<file path="config.mk">
export PLATFORM = sky130hd
export DESIGN_NAME = chime_scheduler
export DESIGN_NICKNAME = d
export VERILOG_FILES = /design/src/rtl/chime_scheduler.sv
export SDC_FILE = /design/constraint.sdc
export NUM_CORES = 1
export LEC_CHECK = 0
export BUFFER_PORTS_ARGS = -buffer_cell sky130_fd_sc_hd__buf_4
export CORE_AREA = 5 5 56 53
export CTS_CLUSTER_SIZE = 16
export DETAILED_ROUTE_END_ITERATION = 7
export DIE_AREA = 0 0 61 58
export PLACE_DENSITY_LB_ADDON = 0.1
export SYNTH_ARGS = -nofsm -noshare
export SYNTH_HDL_FRONTEND = slang
export SYNTH_SLANG_ARGS = --single-unit
</file>
<file path="constraint.sdc">
create_clock -name clk -period 2.72 [get_ports clk]
set_clock_uncertainty 0.15 [all_clocks]
set_input_delay 0.544 -clock clk [delete_from_list [all_inputs] [get_ports clk]]
set_output_delay 0.544 -clock clk [all_outputs]
set_load 0.05 [all_outputs]
</file>
<file path="src/rtl/chime_scheduler.sv">
// chime_scheduler: hourly chime initiator.
// Detects the rising edge of the top-of-hour condition (or a test request)
// and opens an enable window long enough for the hour's beep count plus a
// guard period. After the window it holds enable low for at least one beat
// period so the downstream sequencer can re-arm.
// Optional feature macro: CHIME_QUIET_HOURS_EN (silences top-of-hour chimes
// inside the QUIET_START..QUIET_END-1 window; test_req still chimes).
module chime_scheduler #(
  parameter bit HOUR12      = 1'b1,
  parameter int GUARD_BEATS = 2,
  parameter int QUIET_START = 22,
  parameter int QUIET_END   = 7
) (
  input  logic       clk,
  input  logic       rst,
  input  logic [4:0] hour,
  input  logic [5:0] minute,
  input  logic [5:0] second,
  input  logic       chime_on,
  input  logic       set_mode,
  input  logic       test_req,
  input  logic       beat,
  output logic [4:0] count,
  output logic       enable,
  output logic       busy
);

  typedef enum logic [1:0] {
    IDLE = 2'd0,
    PLAY = 2'd1,
    COOL = 2'd2
  } state_t;

  // Reject parameter values the window arithmetic cannot hold.
  if (GUARD_BEATS < 1 || GUARD_BEATS > 7) begin : g_bad_guard
    $error("GUARD_BEATS must be in 1..7");
  end
  if (QUIET_START < 0 || QUIET_START > 23 || QUIET_END < 0 || QUIET_END > 23) begin : g_bad_quiet
    $error("QUIET_START and QUIET_END must be in 0..23");
  end

  localparam logic [7:0] GUARD = 8'(GUARD_BEATS);

  state_t     state;
  state_t     state_next;
  logic       toh;
  logic       toh_d;
  logic       toh_edge;
  logic       toh_ok;
  logic       trig;
  logic       load;
  logic       beat_inc;
  logic [4:0] mapped;
  logic [7:0] beat_cnt;
  logic [7:0] last_beat;

  // Map the 24-hour clock value onto the number of beeps to sound.
  function automatic logic [4:0] map_hour(input logic [4:0] h);
    if (h == 5'd0) return HOUR12 ? 5'd12 : 5'd24;
    if (HOUR12 && h > 5'd12) return h - 5'd12;
    return h;
  endfunction

  assign toh      = (minute == 6'd0) && (second == 6'd0);
  assign toh_edge = toh & ~toh_d;
  assign mapped   = map_hour(hour);
  // Index of the final beat in the window; count+guard never exceeds 31.
  assign last_beat = {3'b000, count} + GUARD - 8'd1;

`ifdef CHIME_QUIET_HOURS_EN
  localparam logic [4:0] QS = 5'(QUIET_START);
  localparam logic [4:0] QE = 5'(QUIET_END);
  logic quiet;

  // Quiet window membership; wraps through midnight when start > end.
  always_comb begin
    quiet = 1'b0;
    if (QS < QE)      quiet = (hour >= QS) && (hour < QE);
    else if (QS > QE) quiet = (hour >= QS) || (hour < QE);
  end

  assign toh_ok = toh_edge & ~quiet;
`else
  assign toh_ok = toh_edge;
`endif

  // The manual test request is never subject to the quiet window.
  assign trig = toh_ok | test_req;

  // Next-state and datapath control for the chime window.
  always_comb begin
    // NOTE: every output of this block gets a default first so no path
    // leaves a value unassigned and synthesis cannot infer a latch.
    state_next = state;
    load       = 1'b0;
    beat_inc   = 1'b0;
    case (state)
      IDLE: begin
        if (trig && chime_on && !set_mode && hour <= 5'd23) begin
          state_next = PLAY;
          load       = 1'b1;
        end
      end
      PLAY: begin
        if (!chime_on || set_mode) begin
          state_next = COOL;
        end else if (beat) begin
          if (beat_cnt == last_beat) state_next = COOL;
          else                       beat_inc   = 1'b1;
        end
      end
      COOL: begin
        if (beat) state_next = IDLE;
      end
      default: state_next = IDLE;
    endcase
  end

  // State register, latched count, beat counter and registered outputs.
  always_ff @(posedge clk) begin
    // NOTE: sequential state uses non-blocking assignments so every flop
    // samples the pre-edge values regardless of statement order.
    if (rst) begin
      state    <= IDLE;
      toh_d    <= 1'b1;
      count    <= 5'd0;
      beat_cnt <= 8'd0;
      enable   <= 1'b0;
      busy     <= 1'b0;
    end else begin
      state  <= state_next;
      toh_d  <= toh;
      enable <= (state_next == PLAY);
      busy   <= (state_next != IDLE);
      if (load) begin
        count    <= mapped;
        beat_cnt <= 8'd0;
      end else if (beat_inc) begin
        beat_cnt <= beat_cnt + 8'd1;
      end
    end
  end

endmodule

</file>
==> results of run 1 <==
-- cells in the mapped netlist, drive strengths merged (4+ instances only) --
cell | count | share of area (%)
dfxtp | 18 | 32
nand2 | 14 | 4.7
a21oi | 9 | 4.0
mux2i | 8 | 7.2
nand2b | 6 | 3.4
nor2b | 6 | 3.4
ha | 5 | 5.6
nand3 | 5 | 2.7
nand4 | 5 | 2.8
inv | 4 | 1.3
nor2 | 4 | 1.3
nor4 | 4 | 2.2
xnor2 | 4 | 3.1
-- tightest hold or removal path, stage by stage, from the launching register on --
cell and delay, ns:
dfxtp_1 0.33, nand3_1 0.06, o21ai_0 0.06
-- through the flow --
| step | cell area, um^2 | worst slack (ns) | power (uW) | cells |
|---|---|---|---|---|
| 2_1_floorplan | 1120 | 0.123 | 326 | 128 |
| 3_3_place_gp | 1370 | 0.374 | 368 | 183 |
| 3_5_place_dp | 1370 | 0.289 | 370 | 183 |
| 4_1_cts | 1390 | 0.335 | 500 | 186 |
| 5_1_grt | 1390 | 0.176 | 524 | 186 |
| 6_report | 1390 | 0.332 | 492 | 186 |
-- state kept, by name (all words and copies together), names as in the netlist --
register,count
enable,1
toh_d,1
busy,1
state,2
count,5
beat_cnt,8
-- placed cells by master, fill, tap and decap left out, types with 2 or more instances in the layout --
master and count:
buf_4 31, o21ai_0 2, a21oi_1 9, o2bb2ai_1 2
nor2_1 4, xnor2_1 4, xor2_1 3, nand2b_1 6
clkbuf_4 3, ha_1 5, nor3_1 2, nand2_1 14
and3_1 3, a31o_2 3, a211oi_1 3, nand4_1 5
nor4_1 4, nor2b_1 6, mux2i_1 8, inv_1 4
dfxtp_1 18, nand3_1 4
-- cell families after synthesis --
logic type      after synthesis  share of synthesized area [%]
xor+xnor                      7                           5.49
simple gates                 56                           29.8
flops                        18                           32.3
mux                           8                           7.18
fa+ha+maj                     5                           5.61
buf+inv                       8                           2.80
compound gates               26                           16.8
-- where the power goes --
| group | internal, uW | total, uW | switching (uW) |
|---|---|---|---|
| Sequential | 268 | 272 | 4.11 |
| Combinational | 44.1 | 91.1 | 46.9 |
| Clock | 51.5 | 128 | 76.9 |
| Total | 364 | 492 | 128 |
-- worst paths after layout --
path / startpoint / to / slack (ns) / cells past startpoint
worst max-delay path: count[0] / state[1] / 0.33 / 6
worst min-delay path: beat_cnt[7] / beat_cnt[7] / 0.34 / 2
worst max register to register: count[0] / state[1] / 0.33 / 6
worst min register to register: beat_cnt[7] / beat_cnt[7] / 0.34 / 2
-- final cells by class --
type                    instances  area (um^2)  share of cell area, %
clock buffers                   3         22.5                   1.62
inverters                       4         15.0                   1.08
multi-input cells             102          724                   52.1
flip-flops and latches         18          360                   25.9
well taps                      28         35.0                   2.52
repair buffers                 31          233                   16.7
-- metal layers --
| metal | vias up | global-route usage [%] | share of wire (%) |
|---|---|---|---|
| met2 | 17 | 26.0 | 47 |
| met1 | 475 | 20.4 | 48 |
| li1 | 532 | - | - |
| met5 | - | 0 | 0 |
| met3 | 2 | 4.23 | 4.3 |
| met4 | 0 | 1.86 | 0.49 |
==> summary.md, run 1 <==
| Metric | Value |
|---|---|
| Ys flop type | dfxtp_1 |
| Routed WL | 2.45 mm |
| Number of global-route vias before repair | 1043 |
| Minimum clock period | 2.39 ns |
| Via Count | 1026 |
| Setup TNS | 0 ns |
| First-pass detailed-route iteration total | 4 |
| Synthesized flop and latch total | 18 |
| Util after Layout | 59.4% |
| Max incr delay on CP | 0.46 ns |
| Global-route usage over all layers | 15.5% |
| Max-slew violations | 0 |
| Worst Path Required | 2.78 ns |
| Final RePlAce weighted congestion | 0.867 |
| Maxcap violations | 0 |
| Fin. Hold Viols | 0 |
| PwrDens | 354 nW/um^2 |
| DP HPWL | 2.00 mm |
| Row count | 17 |
| Setup crit end kind | flop |
| H-tree level count | 1 |
| Worst skew pair latency | 0.29 ns |
| Area Overhead vs Synth | 24.6% |
| Critical path class | reg2reg |
| Maximum vdd drop | 0.263 mV |
| Hold_buf cts | 0 |
| Worst Tran Pin Value | 0.454 ns |
| Number of flops mapped to enable cells by yosys | 0 |
| Post-Syn Instances | 128 |
| Share of the yosys chip area belonging to registers | 32.3% |
| Status | completed |
| Die height | 58 um |
| Sink Count | 18 |
| WL/cell | 13.2 um |
| Die Span X | 61 um |
| CP cell instances | ha_1 -> xor2_1 -> or4_4 -> nor4b_4 -> nand3_2 -> a311oi_2 |
| CTS tree | yes |
| Detailed router's first-iteration violation count | 24 |
| Top Family by Delay on Critical Path | simple AND/OR/NAND/NOR gates |
| Post-synthesis async set-or-reset flop share | 0% |
| DRC | 0 |
| CP max-delay cell | nor4b_4 |
| RSZ-0062 raised after global routing | false |
| Max FO, Critical Path | 6 |
| Slew HR | 69.3% |
| # diodes | 0 |
| Worst Hold Class | reg2reg |
| Proportion of layout cells with a drive suffix above 1 | 26.6% |
| Layout filler cell count | 234 |
| Starting density of the core | 47.7% |
| Syn_nets | 156 |
| Num ports | 30 |
| Cell variety after synth | 37 |
| Clk pin slew, worst setup/hold paths | 0.10 ns |
| Min Hold Slack | 0.343 ns |
| Max Root-Sink Buffers | 2 |
| Die ar. | 3540 um^2 |
| Total gr overflow | 0 |
| Final Cycle Share | 87.8% |
| Post-route ant nets | 0 |
| Worst path buffer plus inverter count | 0 |
| Startpoint class of the critical path | flop |
| CTS buffer count | 3 |
| Leak | 0.000585 uW |
| # port buffers | 29 |
| First-pass GRT wire length | 4.28 mm |
| Max Clk Rate | 0.419 GHz |
| Vias per cell | 5.52 |
| Final setup fails | 0 |
| Mapped Area | 1120 um^2 |
| Worst EP arrival | 2.45 ns |
| Total core area | 2340 um^2 |
| Syn avg cell area | 8.72 um^2 |
| Largest net degree at the start of global routing | 16 |
| Ys Warns | 0 |
| Final #Nets | 188 |
| # Post-CTS Setup Buffers | 0 |
| Root Driver | clkbuf_4 |
| Initial antenna violation count | 0 |
| Post_cts resized | 0 |
(Power assumes the default switching activity.)
==> run 2: changes to the inputs <==
==> constraint.sdc (replaced) <==
create_clock -name clk -period 2.72 [get_ports clk]
set_clock_uncertainty 0.15 [all_clocks]
set_input_delay 0.272 -clock clk [delete_from_list [all_inputs] [get_ports clk]]
set_output_delay 0.272 -clock clk [all_outputs]
set_load 0.05 [all_outputs]
==> run 2 against run 1 <==
Worst setup slack gained 0.0037 ns. Critical endpoint unchanged. Largest cell class unchanged. Sequential share of layout area shrank 0.12 points. Worst hold slack lost 0.28 ns. First-iteration DRC count grew 140%. Combinational power shrank 0.4%. Critical path type unchanged.
==> summary.md, run 2 (synthesis gave the netlist of run 1 again) <==
| Metric | Value |
|---|---|
| Status | completed |
| Maximum vdd drop | 0.398 mV |
| DP HPWL | 2.04 mm |
| Max Root-Sink Buffers | 2 |
| Final Cycle Share | 87.7% |
| Die height | 58 um |
| Max Clk Rate | 0.419 GHz |
| Global-route usage over all layers | 16.8% |
| Total power | 531 uW |
| Maxcap violations | 0 |
| RSZ-0062 raised after global routing | false |
| WL met3 | 119 um |
| Most frequent cells in the layout | 30 x buf_4, 18 x dfxtp_1, 14 x nand2_1 |
| Critical path class | reg2reg |
| Clk pin slew, worst setup/hold paths | 0.11 ns |
| H-tree level count | 1 |
| WL/cell | 13.8 um |
| Die ar. | 3540 um^2 |
| Number of flip-flops in the largest register | 8 |
| Worst Path Required | 2.80 ns |
| Starting density of the core | 47.7% |
| Setup crit end kind | flop |
| Final RePlAce weighted congestion | 0.793 |
| # Post-CTS Setup Buffers | 0 |
| Largest net degree at the start of global routing | 16 |
| Detailed router's first-iteration violation count | 57 |
| Routed WL | 2.56 mm |
| Leak | 0.000587 uW |
| Root Driver | clkbuf_4 |
| CTS buffer count | 3 |
| Layout filler cell count | 210 |
| Highest metal used | met4 |
| Worst Hold Class | in2reg |
| Total core area | 2340 um^2 |
| Setup TNS | 0 ns |
| Hold_buf cts | 0 |
| Final #Nets | 187 |
| Post_cts resized | 0 |
| Number of global-route vias before repair | 1064 |
| CTS tree | yes |
| Most common library cell in the layout ignoring fill and taps | buf_4 |
| PwrDens | 380 nW/um^2 |
| Die Span X | 61 um |
| Top flop regs | beat_cnt x8, count x5, state x2 |
| Via Count | 1024 |
| Slew HR | 28.4% |
| Worst skew pair latency | 0.30 ns |
| DRC | 0 |
| Met1 WL | 1.25 mm |
| Worst EP arrival | 2.46 ns |
| Fin. Hold Viols | 0 |
| Max FO, Critical Path | 6 |
| # diodes | 0 |
| Minimum clock period | 2.38 ns |
| First-pass GRT wire length | 4.66 mm |
| Vias per cell | 5.51 |
| Num ports | 30 |
| Sink Count | 18 |
| Worst Tran Pin Value | 1.07 ns |
| Row count | 17 |
| Max-slew violations | 0 |
| Startpoint class of the critical path | flop |
| Total gr overflow | 0 |
| # port buffers | 29 |
| Final setup fails | 0 |
| Post-route ant nets | 0 |
| Met2 WL | 1.17 mm |
| Proportion of layout cells with a drive suffix above 1 | 26.6% |
| Initial antenna violation count | 0 |
| Area Overhead vs Synth | 25.1% |
| First-pass detailed-route iteration total | 6 |
| Biggest register | beat_cnt |
## run 2: changes by cell type in the layout (fill, tap and decap cells not counted), sizes merged
cell,delta
clkbuf,+1
buf,-1
## run 2: metal layers
| metal | GRT usage, % | up-vias |
|---|---|---|
| met3 | 4.45 | 5 |
| met5 | 0 | - |
| met4 | 3.41 | 0 |
| li1 | - | 531 |
| met2 | 26.1 | 15 |
| met1 | 23.3 | 473 |
## run 2: per-stage QoR
stage | hold WS, ns | area (um^2) | setup WS, ns | util [%] | instances
3_3_place_gp | 0.337 | 1360 | 0.424 | 58.1 | 182
3_5_place_dp | 0.348 | 1360 | 0.367 | 58.1 | 182
6_report | 0.0621 | 1400 | 0.336 | 59.7 | 186
4_1_cts | 0.0602 | 1400 | 0.355 | 59.7 | 186
2_1_floorplan | 0.266 | 1120 | 0.123 | - | 128
5_1_grt | 0.0806 | 1400 | 0.213 | 59.7 | 186
## run 2: critical path, stage by stage, from the launching register on
cell and delay (ns):
dfxtp_1 0.44, ha_1 0.27, xor2_1 0.14, or4_4 0.43
nor4b_4 0.46, nand3_2 0.17, a311oi_2 0.24
## run 2: final timing paths
kind,start,to,slack [ns],cells past startpoint
max,count[0],state[1],0.34,6
min,rst,state[1],0.06,2
min reg2reg,beat_cnt[5],beat_cnt[5],0.36,2
max reg2reg,count[0],state[1],0.34,6
## run 2: report_power, final
part	switching, uW	total, uW	internal, uW	leakage (uW)
registers	4.00	272	268	0.000146
clock network	86.5	168	81.7	0.0000210
logic	47.4	90.7	43.3	0.000421
## run 2: area by class of cell
class / instances / area [um^2] / area share (%)
repair buffers: 30 / 225 / 16.1
inverters: 4 / 15.0 / 1.08
clock buffers: 4 / 36.3 / 2.60
well taps: 28 / 35.0 / 2.51
flip-flops and latches: 18 / 360 / 25.8
multi-input cells: 102 / 724 / 51.9
